## src/rtl/math_game_pkg.sv

```systemverilog
// Shared definitions for the mental-arithmetic game: round FSM states and phase
// encoding, score limits and default pacing constants used by the sequencer and display top.
package math_game_pkg;

    typedef enum logic [2:0] {
        ST_IDLE   = 3'd0,
        ST_SHOW   = 3'd1,
        ST_GAP    = 3'd2,
        ST_ANSWER = 3'd3,
        ST_JUDGE  = 3'd4,
        ST_RESULT = 3'd5
    } round_state_t;

    localparam int                PHASE_W                = 3;
    localparam int                SCORE_W                = 3;
    localparam logic [SCORE_W-1:0] SCORE_MAX             = 3'd7;
    localparam int                DEFAULT_DWELL          = 10;
    localparam int                DEFAULT_NUM_TERMS      = 5;
    localparam int                DEFAULT_OP_W           = 5;
    localparam int                DEFAULT_ANSWER_TIMEOUT = 1000;

endpackage

```

## src/rtl/dwell_timer.sv

```systemverilog
// Up-counter pacing the SHOW, GAP and RESULT windows; done is high on the
// last cycle of a DWELL-cycle window while enabled.
module dwell_timer #(
    parameter int DWELL = 10
) (
    input  logic clk,
    input  logic rst,
    input  logic clr,
    input  logic en,
    output logic done
);

    localparam int CNT_W = (DWELL > 1) ? $clog2(DWELL) : 1;

    logic [CNT_W-1:0] count_reg;

    always_ff @(posedge clk or posedge rst) begin
        if (rst) begin
            count_reg <= '0;
        end else if (clr) begin
            count_reg <= '0;
        end else if (en) begin
            count_reg <= count_reg + CNT_W'(1);
        end
    end

    assign done = en && (count_reg == CNT_W'(DWELL - 1));

endmodule

```

## src/rtl/math_round_ctrl.sv

```systemverilog
// Round sequencer: shows NUM_TERMS LFSR operands, waits for the player's answer,
// judges it against the running sum and keeps a saturating score. Optional
// answer timeout is enabled by defining ROUND_TIMEOUT_EN.
module math_round_ctrl
    import math_game_pkg::*;
#(
    parameter int NUM_TERMS      = DEFAULT_NUM_TERMS,
    parameter int OP_W           = DEFAULT_OP_W,
    parameter int DWELL          = DEFAULT_DWELL,
    parameter int ANSWER_TIMEOUT = DEFAULT_ANSWER_TIMEOUT
) (
    input  logic               clk,
    input  logic               rst,
    input  logic               start,
    input  logic [OP_W-1:0]    rand_num,
    input  logic [7:0]         answer,
    input  logic               submit,
    output logic [7:0]         disp_value,
    output logic [PHASE_W-1:0] phase,
    output logic               busy,
    output logic               result_valid,
    output logic               result_correct,
    output logic               timed_out,
    output logic [6:0]         score_bar
);

    if (NUM_TERMS < 1 || NUM_TERMS > 8) begin : g_chk_terms
        $error("math_round_ctrl: NUM_TERMS must be 1..8");
    end
    if (NUM_TERMS * ((1 << OP_W) - 1) > 255) begin : g_chk_sum
        $error("math_round_ctrl: NUM_TERMS*(2^OP_W-1) exceeds 8-bit sum");
    end
    if (DWELL < 1) begin : g_chk_dwell
        $error("math_round_ctrl: DWELL must be at least 1");
    end

    round_state_t       state_reg, state_next;
    logic [2:0]         term_idx_reg;
    logic [OP_W-1:0]    operand_reg;
    logic [7:0]         sum_reg;
    logic [7:0]         answer_lag_reg;
    logic [7:0]         answer_latch_reg;
    logic [SCORE_W-1:0] score_reg;
    logic               correct_reg;

    logic timer_clr, timer_en, timer_done;
    logic last_term, answer_expired, timeout_hit, judge_correct;

    dwell_timer #(.DWELL(DWELL)) u_dwell (
        .clk  (clk),
        .rst  (rst),
        .clr  (timer_clr),
        .en   (timer_en),
        .done (timer_done)
    );

    assign last_term     = (term_idx_reg == 3'(NUM_TERMS - 1));
    assign judge_correct = !timeout_hit && (answer_latch_reg == sum_reg);

    always_ff @(posedge clk or posedge rst) begin
        if (rst) begin
            state_reg <= ST_IDLE;
        end else begin
            state_reg <= state_next;
        end
    end

    always_comb begin
        state_next = state_reg;
        timer_clr  = 1'b1;
        timer_en   = 1'b0;
        disp_value = 8'd0;
        case (state_reg)
            ST_IDLE: begin
                if (start) state_next = ST_SHOW;
            end
            ST_SHOW: begin
                timer_en   = 1'b1;
                timer_clr  = timer_done;
                disp_value = 8'(operand_reg);
                if (timer_done && last_term) state_next = ST_GAP;
            end
            ST_GAP: begin
                timer_en  = 1'b1;
                timer_clr = timer_done;
                if (timer_done) state_next = ST_ANSWER;
            end
            ST_ANSWER: begin
                disp_value = answer_lag_reg;
                if (submit || answer_expired) state_next = ST_JUDGE;
            end
            ST_JUDGE: begin
                state_next = ST_RESULT;
            end
            ST_RESULT: begin
                timer_en   = 1'b1;
                timer_clr  = timer_done;
                disp_value = sum_reg;
                if (timer_done) state_next = ST_IDLE;
            end
            default: state_next = ST_IDLE;
        endcase
    end

    // Operand capture, running sum, answer latch and score bookkeeping.
    always_ff @(posedge clk or posedge rst) begin
        if (rst) begin
            term_idx_reg     <= '0;
            operand_reg      <= '0;
            sum_reg          <= '0;
            answer_lag_reg   <= '0;
            answer_latch_reg <= '0;
            score_reg        <= '0;
            correct_reg      <= 1'b0;
        end else begin
            answer_lag_reg <= answer;
            case (state_reg)
                ST_IDLE: begin
                    if (start) begin
                        term_idx_reg <= '0;
                        operand_reg  <= rand_num;
                        sum_reg      <= 8'(rand_num);
                    end
                end
                ST_SHOW: begin
                    if (timer_done && !last_term) begin
                        term_idx_reg <= term_idx_reg + 3'd1;
                        operand_reg  <= rand_num;
                        sum_reg      <= sum_reg + 8'(rand_num);
                    end
                end
                ST_ANSWER: begin
                    if (submit) answer_latch_reg <= answer;
                end
                ST_JUDGE: begin
                    correct_reg <= judge_correct;
                    if (judge_correct) begin
                        if (score_reg != SCORE_MAX) score_reg <= score_reg + SCORE_W'(1);
                    end else begin
                        if (score_reg != '0) score_reg <= score_reg - SCORE_W'(1);
                    end
                end
                default: ;
            endcase
        end
    end

`ifdef ROUND_TIMEOUT_EN
    localparam int TO_W = (ANSWER_TIMEOUT > 1) ? $clog2(ANSWER_TIMEOUT) : 1;

    logic [TO_W-1:0] to_cnt_reg;
    logic            timeout_hit_reg;
    logic            timed_out_reg;

    assign answer_expired = (state_reg == ST_ANSWER) && (to_cnt_reg == TO_W'(ANSWER_TIMEOUT - 1));
    assign timeout_hit    = timeout_hit_reg;
    assign timed_out      = result_valid && timed_out_reg;

    // A submit in the final allowed cycle beats the timeout.
    always_ff @(posedge clk or posedge rst) begin
        if (rst) begin
            to_cnt_reg      <= '0;
            timeout_hit_reg <= 1'b0;
            timed_out_reg   <= 1'b0;
        end else begin
            if (state_reg == ST_ANSWER) begin
                to_cnt_reg      <= to_cnt_reg + TO_W'(1);
                timeout_hit_reg <= answer_expired && !submit;
            end else begin
                to_cnt_reg <= '0;
            end
            if (state_reg == ST_JUDGE) timed_out_reg <= timeout_hit_reg;
        end
    end
`else
    assign answer_expired = 1'b0;
    assign timeout_hit    = 1'b0;
    assign timed_out      = 1'b0;
`endif

    assign phase          = state_reg;
    assign busy           = (state_reg != ST_IDLE);
    assign result_valid   = (state_reg == ST_RESULT);
    assign result_correct = result_valid && correct_reg;

    for (genvar gi = 0; gi < 7; gi++) begin : g_bar
        assign score_bar[gi] = (score_reg > SCORE_W'(gi));
    end

endmodule

```

## config.mk

```make
export PLATFORM = sky130hd
export DESIGN_NAME = math_round_ctrl
export DESIGN_NICKNAME = d
export VERILOG_FILES = /design/src/rtl/math_game_pkg.sv /design/src/rtl/dwell_timer.sv /design/src/rtl/math_round_ctrl.sv
export SDC_FILE = /design/constraint.sdc
export NUM_CORES = 1
export LEC_CHECK = 0
export ABC_AREA = 1
export ABC_CLOCK_PERIOD_IN_PS = 2440
export CELL_PAD_IN_SITES_DETAIL_PLACEMENT = 1
export CELL_PAD_IN_SITES_GLOBAL_PLACEMENT = 2
export CORE_MARGIN = 2
export CORE_UTILIZATION = 32
export CTS_CLUSTER_DIAMETER = 30
export DETAILED_ROUTE_END_ITERATION = 12
export GPL_TIMING_DRIVEN = 0
export PLACE_DENSITY = 0.78
export SYNTH_ARGS = -nofsm -noshare
export SYNTH_HDL_FRONTEND = slang
export SYNTH_HIERARCHICAL = 1
export SYNTH_SLANG_ARGS = --single-unit
export TNS_END_PERCENT = 100
```

## constraint.sdc

```tcl
create_clock -name clk -period 2.44 [get_ports clk]
set_input_delay 0.732 -clock clk [delete_from_list [all_inputs] [get_ports clk]]
set_output_delay 0.732 -clock clk [all_outputs]
set_load 0.005 [all_outputs]
```

==> summary.md <==
| Metric | Value |
|---|---|
| Clock Power Share | `14.4%` |
| Total leakage power | `1.64 nW` |
| Sequential fraction of the synthesis area | `approximately 42%` |
| Total power | `approximately 3.8 mW` |
| Period utilisation layout | `a little over nine tenths` |
| Final setup viols | `0` |
| Core Rows | `32` |
| First-pass GRT wire length | `between 10000 and 15000 µm` |
| Critical path's top delay family | `buffers and inverters` |
| Post-Route WL | `about 6800 µm` |
| Endpoint class of the critical path | `output port` |
| Yosys cell types | `36` |
| Iter 0 DRT Violations | `55` |
| Detailed-placement wirelength estimate | `between 5000 and 6000 µm` |
| Largest net degree at the start of global routing | `40` |
| Met3 WL | `around 190 µm` |
| Average cell area after synthesis | `approximately 8.1 µm²` |
| Final hold violation count | `0` |
| RD Place Congestion | `between 0.8 and 0.9` |
| I/O Buffers | `37` |
| Core area | `approximately 7700 µm²` |
| Maximum fanout along the worst path | `5` |
| Drt first pass iters | `4` |
| Routed Antenna Nets | `0` |
| Initial Util | `between 30% and 40%` |
| Max Cap Viol | `0` |
| Req. time, crit path | `1.71 ns` |
| Tmin final | `2.41 ns` |
| Vias in the first global route | `2399` |
| CP Class | `flip-flop to output port` |
| Synth Area in Compound Gates | `10.8%` |
| Non-filler cells, final | `between 400 and 500` |
| Worst Tran Pin Value | `roughly 0.63 ns` |
| Largest cells by area after synthesis | `dfrtp_1 (42%), nand2_1 (13%), ha_1 (7.4%)` |
| Antenna violations before repair | `0` |
| Share of synthesized area spent on multiplexers | `approximately 1.8%` |
| Clock Sink Count | `43` |
| Critical Path AT | `about 1.7 ns` |
| Switching share of power | `between 40% and 50%` |
| WL met2 | `~3200 µm` |
| Crit-path cells | `nor3_4, buf_4, clkdlybuf4s50_1` |
| Clock skew | `slightly below 0.009 ns` |
| Height of the die | `a little over 90 µm` |
| Simple-Gate Fraction of Synth Area | `roughly 25%` |
| Nets@finish | `about 410` |
| CTS tree | `built` |
| Max clock buf depth | `2` |
| PwrDens | `around 1100 nW/µm²` |
| Startpoint Class | `flip-flop` |
| Relative slew slack | `between 50% and 60%` |
| Comb pwr share | `between 50 and 60%` |
| Htree depth | `2` |
| Fillers | `about 940` |
| Syn nets | `approximately 350` |
| Net Switching | `between 1.5 and 2 mW` |
| I/O pins | `39` |
| Post-CTS Hold Fix Bufs | `0` |
| Synth top area share | `42.3%` |
| CP max-delay cell | `clkdlybuf4s50_1` |
| CP peak stage delay | `0.49 ns` |
| GRT overflow | `0` |
| F_max | `a little over 0.4 GHz` |
| Xor/xnor share of the synthesized area | `2.75%` |
| Clk_lat worst skew | `between 0.2 and 0.3 ns` |
| DRC viols | `0` |
| Crit path buf inv count | `2` |
| Hold Crit Class | `flip-flop to flip-flop` |
| Synth warn | `6` |
| Area added between synthesis and finish | `30.7%` |
| Clk slew on worst S/H paths | `~0.080 ns` |
| RSZ-0062 raised after global routing | `true` |
| DR vias | `~2200` |
| Total GRT Usage | `16.9%` |
| Root buf cell | `clkbuf_8` |
| Status | `finished clean` |
| Part of the power in registers | `a little under a third` |
| ANT cells | `0` |
| Die Wd | `93.2 µm` |
| Top Metal Used | `met4` |
| Largest family of logic cells by synthesized area | `simple AND/OR/NAND/NOR gates` |
| Mapped cell area | `approximately 2500 µm²` |
| Synth Area in Adders | `between 8 and 9%` |
| Total CTS buffers | `5` |
| Synth Register Bits | `43` |
| Max IR drop VDD | `0.000313 V` |
| Met1 WL | `roughly 3300 µm` |
| Post-Synthesis Cells | `roughly 310` |
| Slew Limit Fails | `0` |
| Int Pwr | `~2.1 mW` |
| Routed len/inst | `14.2 µm` |
| Cell Count Post-Placement | `approximately 450` |
| Vias per cell | `4.70` |
| Cell taking the most area after synthesis | `dfrtp_1` |
| Layout cells sized above 1 | `around 17%` |
| Die area | `8680 µm²` |
area by class of cell:
| cell class | instances | area (µm²) | share of cell area, % |
|---|---|---|---|
| Multi-Input combinational cell | 219 | 1290 | 38.9 |
| Sequential cell | 43 | 1080 | 32.5 |
| Timing Repair Buffer | 53 | 493 | 14.8 |
| Inverter | 48 | 191 | 5.75 |
| Tap cell | 102 | 128 | 3.84 |
| Clock buffer | 6 | 72.6 | 2.18 |
| Buffer | 4 | 37.5 | 1.13 |
| Clock inverter | 1 | 30.0 | 0.903 |
cell usage after synthesis:
master    instances
nand4_4           1
ha_1             15
o21ai_0          13
or2_2             2
fa_1              1
nand3_1          17
clkinv_2          1
dfrtp_1          43
nand2_4           2
inv_1            44
nor3b_1           1
nor3_2            1
or2_4             1
a21o_1            1
xor2_1            2
a21oi_2           1
nand3b_1          1
mux2_2            4
nand2_1          86
o211ai_1          8
nor2_4            2
o22ai_1           1
inv_2             3
nor2_1           17
nand3_2           1
buf_6             2
buf_4             2
a21boi_1          1
a21oi_1          17
nand4_1           2
nor3_1            2
xnor2_1           6
nand2_2           4
o21ai_1           7
conb_1            1
nor2_2            1
power by group through the flow:
stage               sequential, mW  clock (mW)  combinational (mW)
finish                        1.14       0.546                2.10
global placement              1.17           0                1.86
CTS                           1.15       0.564                2.11
global route                  1.18       0.592                2.39
detailed placement            1.18           0                1.90
floorplan                     1.11           0                1.30
per-stage QoR:
stage / setup TNS (ns) / area [µm²] / utilization [%] / hold WS (ns) / setup WS, ns
final: 0 / 3330 / 43.1 / 0.499 / 0.0302
after global routing: -0.225 / 3330 / 43.1 / 0.543 / -0.0465
after CTS: 0 / 3290 / 42.6 / 0.498 / 0.000545
after detailed placement: -5.34 / 3060 / 39.6 / 0.476 / -0.373
after global placement: -13.49 / 3040 / 39.4 / 0.466 / -0.311
after floorplan: 0 / 2540 / - / 0.439 / 0.144
cells by family (layout without fill, tap and decap cells):
group | Yosys count | after routing
and+or+nand+nor | 141 | 141
adders and majority gates | 16 | 16
xor gates and xnor gates | 8 | 8
other | 1 | 1
DFF | 43 | 43
muxes | 4 | 4
AOI/OAI and AO/OA | 49 | 49
buffers and inverters | 52 | 112
final timing paths:
path                           startpoint                    to  slack (ns)  cells after the start
setup / recovery                 phase[1]          result_valid        0.03                      3
hold reg to reg            operand_reg[2]        operand_reg[2]        0.50                      2
max in group asynchronous             rst          score_reg[2]        1.41                      3
min in group asynchronous             rst  u_dwell/count_reg[3]        0.67                      2
setup reg to reg                 phase[1]            sum_reg[5]        0.13                     13
hold / removal             operand_reg[2]        operand_reg[2]        0.50                      2
repair_timing:
action	4_1_cts	5_1_grt
hold endpoints to repair	0	0
setup endpoints to repair	28	13
gates cloned	0	0
setup buffers	12	3
gates resized for setup	32	7
pin swaps	2	1
per-layer routing:
metal  up-vias  GRT usage, %
met1      1071          21.9
met4         0          4.78
met2        40          28.9
met5         -             0
met3         8          2.98
li1       1117             -
worst min-delay path, cell delays in order (launching register included):
cell and delay, ns:
dfrtp_1 0.35, nand2_1 0.06, o21ai_0 0.06
cells in the final DEF (no fill, tap or decap), drive strengths merged, types with 2 or more instances in the layout:
cell type       n
o21ai          20
xor2            2
or2             3
dlygate4sd2     8
dfrtp          43
nor3            3
o211ai          8
xnor2           6
a21oi          18
clkbuf          6
inv            46
clkdlybuf4s50  26
mux2            4
nand3          18
buf            22
ha             15
nand2          92
nor2           20
nand4           3
Power figures use the tool's default switching activity.
==> edit 1: new RTL, same flow settings <==
Add a define of `ROUND_TIMEOUT_EN`.
--- a/src/rtl/math_round_ctrl.sv
+++ b/src/rtl/math_round_ctrl.sv
@@ -1,6 +1,8 @@
 // Round sequencer: shows NUM_TERMS LFSR operands, waits for the player's answer,
 // judges it against the running sum and keeps a saturating score. Optional
 // answer timeout is enabled by defining ROUND_TIMEOUT_EN.
+`define ROUND_TIMEOUT_EN
+
 module math_round_ctrl
     import math_game_pkg::*;
 #(
Function: no difference found for any inputs over 10 cycles, from zero or initial values and one cycle with rst high; that may be too few to reach the edited logic, so the function may still have changed.
==> edit 1 against the unedited design <==
- the flow now finishes with violations (setup timing)
- core utilization shrank 0.42 points
- worst setup slack lost 71 ps
- wire length grew 29%
- clock skew grew 0.58 ps
- design area grew 23%
- sequential cell count grew 12
- sequential power grew 16%
- clock power shrank 5.7%
- power grew 10%
- synthesized area grew 22%
- critical endpoint is now disp_value[4]
==> edit 1: results (changes against the unedited design) <==
status - finished with violations
violated checks - setup timing
Final setup viols - 1 (+1)
Leakage Power - 2.033 nW (+24%)
HP Start - to_cnt_reg[0]
Placed Area - 3685 um^2 (+20%)
fill cell total of the finished layout - 1190 (+27%)
Nets - 497 (+22%)
Post-synth top cells - nand2_1 (100), inv_1 (57), dfrtp_1 (55)
ranking of synthesized cells by area - dfrtp_1 (44%), nand2_1 (12%), inv_1 (6.9%)
routability cong. - 0.8247 (+1.7%)
vias in the first global route - 2866 (+19%)
largest net degree at the start of global routing - 30 (-25%)
global-route wire length before repair - 14090 um (+24%)
drt wl/cell - 14.64 um (+2.9%)
First DRT Iteration DRCs - 39 (-29%)
Worst Skew - 9.503 ps (+0.5811 ps)
number of flip-flops under the largest register name - 10
asr flop ratio synth - 100.0% (unchanged)
IO Port Bufs - 38 (+2.7%)
layout cells sized above 1 - 19.83% (+2.7 points)
H-tree Lvls - 2 (unchanged)
Total Routing Usage GR - 17.24% (+0.33 points)
Netlist cell types - 37 (+2.8%)
Setup WS post-layout - -41.28 ps (-71.48 ps)
Vias/cell - 4.760 (+1.3%)
Slew headroom - 62.56% (+4.8 points)
clk_lat worst skew - 310 ps (+20 ps)
RR Startpoint - phase[2]
post-synthesis sequential area ratio - 44.16% (+1.9 points)
worst hold-check path type - reg -> reg
WP data arrival - 1750 ps (+70 ps)
Antenna diodes - 0 (unchanged)
Reg clk slew, reported paths - 100 ps (+20 ps)
pre-CTS WS - -618.6 ps (-245.6 ps)
Syn Nets - 427 (+23%)
CP startpoint - phase[2]
Crit Path Max Fanout - 4 (-1)
VDD IR-drop max - 0.4705 mV (+50%)
Final HPWL DP - 6325 um (+24%)
CTS Buf Count - 5 (unchanged)
==> edit 1: what timing repair did <==
action                                  CTS  global route
setup buffers                            16             8
pin swaps                                 5             7
endpoints found under the setup margin   36            30
gates resized for setup                  44            36
gates cloned                              0             0
hold endpoints to repair                  0             0
hold buffers                              0             0
==> edit 1: kinds of logic after synthesis <==
group / count (synthesis) / share of synthesized area [%]
AO/OA/AOI/OAI: 72 / 13.57
XOR/XNOR: 4 / 1.124
adder cells (fa/ha/maj): 17 / 7.065
buffers and inverters: 69 / 8.752
flip-flops: 55 / 44.16
multiplexers: 1 / 0.3613
AND/OR/NAND/NOR: 175 / 24.97
==> edit 1: power by group <==
group | switching [W] | leakage (nW) | internal (W)
Clock | 0.000317 | 0.0477 | 0.000198
Combinational | 0.00133 | 1.30 | 0.00100
Sequential | 0.000170 | 0.686 | 0.00115
==> edit 1: cell type report <==
| type | instances | area [um^2] | area share (%) |
|---|---|---|---|
| multi-input combinational | 269 | 1525 | 37.29 |
| sequential | 55 | 1383 | 33.80 |
| timing repair buffer | 63 | 585.6 | 14.32 |
| inverter | 62 | 245.2 | 5.996 |
| tap | 133 | 166.4 | 4.069 |
| buffer | 7 | 101.3 | 2.478 |
| clock buffer | 5 | 68.82 | 1.682 |
| clock inverter | 3 | 15.01 | 0.3671 |
==> edit 1: worst max-delay path: stages (launching register included) <==
cell      delay [ps]
dfrtp_2          440
buf_6            130
nor3_4           210
buf_6            140
buf_6            110
buf_6            100
nand2_2           40
o211ai_1         110
buf_2            160
==> edit 1: through the flow <==
step / std cells / setup TNS, ps / hold WS (ps)
after floorplan: 393 / 0 / 449.2
final: 597 / -41.28 / 494.7
after detailed placement: 565 / -12990 / 477.5
after CTS: 589 / -14.69 / 497.8
after global placement: 564 / -51670 / 467.3
after global routing: 597 / -280.7 / 521.8
==> edit 1: worst paths after layout <==
| path | slack [ps] | cells after the start | to |
|---|---|---|---|
| max | -40 | 8 | disp_value[4] |
| min | 490 | 1 | to_cnt_reg[0] |
| max reg2reg | 130 | 15 | phase[1] |
| min reg2reg | 490 | 1 | to_cnt_reg[0] |
| max in group asynchronous | 1030 | 3 | score_reg[2] |
| min in group asynchronous | 680 | 2 | u_dwell/count_reg[0] |
==> edit 1: per-layer routing <==
layer,share of wire (%),global-route usage [%]
met5,0,0
met4,1.3,4.205
met3,2.2,2.237
met1,47,22.84
met2,50,29.91
==> edit 2: new RTL, same flow settings <==
Without the edit above. Register the inputs `start`, `rand_num` and `answer` before use, with the module's reset. The logic sees them one clock later. The other inputs are not delayed to match.
--- a/src/rtl/math_round_ctrl.sv
+++ b/src/rtl/math_round_ctrl.sv
@@ -24,6 +24,22 @@
     output logic [6:0]         score_bar
 );
 
+    logic start_q;
+    logic [OP_W-1:0] rand_num_q;
+    logic [7:0] answer_q;
+
+    always_ff @(posedge clk or posedge rst) begin
+        if (rst) begin
+            start_q    <= '0;
+            rand_num_q <= '0;
+            answer_q   <= '0;
+        end else begin
+            start_q    <= start;
+            rand_num_q <= rand_num;
+            answer_q   <= answer;
+        end
+    end
+
     if (NUM_TERMS < 1 || NUM_TERMS > 8) begin : g_chk_terms
         $error("math_round_ctrl: NUM_TERMS must be 1..8");
     end
@@ -72,7 +88,7 @@
         disp_value = 8'd0;
         case (state_reg)
             ST_IDLE: begin
-                if (start) state_next = ST_SHOW;
+                if (start_q) state_next = ST_SHOW;
             end
             ST_SHOW: begin
                 timer_en   = 1'b1;
@@ -113,24 +129,24 @@
             score_reg        <= '0;
             correct_reg      <= 1'b0;
         end else begin
-            answer_lag_reg <= answer;
+            answer_lag_reg <= answer_q;
             case (state_reg)
                 ST_IDLE: begin
-                    if (start) begin
+                    if (start_q) begin
                         term_idx_reg <= '0;
-                        operand_reg  <= rand_num;
-                        sum_reg      <= 8'(rand_num);
+                        operand_reg  <= rand_num_q;
+                        sum_reg      <= 8'(rand_num_q);
                     end
                 end
                 ST_SHOW: begin
                     if (timer_done && !last_term) begin
                         term_idx_reg <= term_idx_reg + 3'd1;
-                        operand_reg  <= rand_num;
-                        sum_reg      <= sum_reg + 8'(rand_num);
+                        operand_reg  <= rand_num_q;
+                        sum_reg      <= sum_reg + 8'(rand_num_q);
                     end
                 end
                 ST_ANSWER: begin
-                    if (submit) answer_latch_reg <= answer;
+                    if (submit) answer_latch_reg <= answer_q;
                 end
                 ST_JUDGE: begin
                     correct_reg <= judge_correct;
Function: changed (a bounded check fails within 4 cycles, from zero or initial values and one cycle with rst high).
==> edit 2 against the unedited design <==
- cell count grew 21%
- fmax grew 0.10%
- sequential cell count grew 14
- synthesized area grew 20%
- design area grew 24%
- wire length grew 24%
- register-to-register slack gained 50 ps
- worst setup slack gained 2.5 ps
- sequential power grew 26%
- first-iteration DRC count shrank 25%
- critical endpoint is now disp_value[4]
- critical path type unchanged
- combinational power grew 33%
- power grew 39%
- critical path depth grew 5
==> edit 2: results (changes against the unedited design) <==
CLK BUF - 11 (+5)
Non-CTS buffers - 69 (+21%)
layout cells sized above 1 - 23.09% (+6.0 points)
Syn Nets - 400 (+15%)
ranking of synthesized cells by area - dfrtp_1 (47%), nand2_1 (12%), ha_1 (6.6%)
M1 WL - 3960 um (+21%)
Slowest cell on crit path - dfrtp_2
Clock-cell share - 5.571% (+2.5 points)
Worst Skew - 11.15 ps (+2.226 ps)
Netlist cell types - 33 (-8.3%)
CTS Buf Count - 9 (+4)
count of multi-input gates - 244 (+11%)
FFs & Latches - 57 (+33%)
via count - 2619 (+17%)
met3 Use GR - 3.865% (+0.88 points)
fill cell total of the finished layout - 1105 (+18%)
final std cells w/o fill - 575 (+21%)
Internal - 0.003038 W (+42%)
GR met2 Demand/Resource - 28.64% (-0.28 points)
non-clk buf share - 15.37% (-0.57 points)
largest net degree at the start of global routing - 31 (-23%)
R2R Path End - sum_reg[0]
H-tree Lvls - 3 (+1)
Synth Area in Adders - 7.228% (-0.93 points)
Period minus WS final - 2407 ps (-2.480 ps)
Post-synth top cells - nand2_1 (100), dfrtp_1 (57), inv_1 (51)
R2R Setup Slk - 180 ps (+50 ps)
pre-CTS WS - -278.0 ps (+95.00 ps)
First DRT Iteration DRCs - 41 (-25%)
routability cong. - 0.7820 (-3.6%)
Leakage Power - 2.090 nW (+28%)
post-cts resize count - 46 (+44%)
Met3 Routed Length - 247 um (+27%)
DP Cell Count - 533 (+17%)
HP Start - answer_q[0]
Min-Delay Endpoint - answer_lag_reg[0]
CP startpoint - phase[2]
xor/xnor share of the synthesized area - 1.437% (-1.3 points)
post-synthesis sequential area ratio - 46.82% (+4.5 points)
Crit Path Max Fanout - 8 (+3)
Nets - 475 (+17%)
status - finished clean
max incr delay on CP - 440 ps (-50 ps)
Final HPWL DP - 5663 um (+11%)
inverters - 60 (+25%)
Total Routing Usage GR - 17.61% (+0.71 points)
clk_lat worst skew - 340 ps (+50 ps)
hold path depth - 0 (-2)
met1 Track Usage GR - 23.15% (+1.2 points)
sequential cell power - 0.00144 W (+26%)
WL met2 - 4049 um (+26%)
VDD IR-drop max - 0.5260 mV (+68%)
cell count after synthesis - 366 (+17%)
fraction of area in registers - 34.82% (+2.4 points)
mux contribution to synthesized area - 0% (-1.8 points)
==> edit 2: cell count changes in the layout (fill, tap and decap cells not counted), moves of 5 or more <==
cell	unedited run	this run
dlygate4sd2_1	8	2
buf_4	15	26
dfrtp_1	40	53
clkbuf_8	5	11
buf_2	2	7
o21ai_2	2	8
nor2_1	17	27
inv_1	40	50
clkdlybuf4s50_1	26	21
nand2_1	86	98
==> edit 2: through the flow <==
stage	total power [W]	area (um^2)	utilization [%]
after global placement	0.003779	3578	38.73
after detailed placement	0.003866	3598	38.94
after CTS	0.005074	3970	42.97
after floorplan	0.003032	3047	-
after global routing	0.005736	4110	44.48
final	0.005258	4110	44.48
==> edit 2: worst register-to-register path, delay by kind of cell (launching register included) <==
family                 cells  cell delay (ps)
DFF                        1              430
buffers and inverters      6              650
and+or+nand+nor            8              850
AOI/OAI and AO/OA          2              220
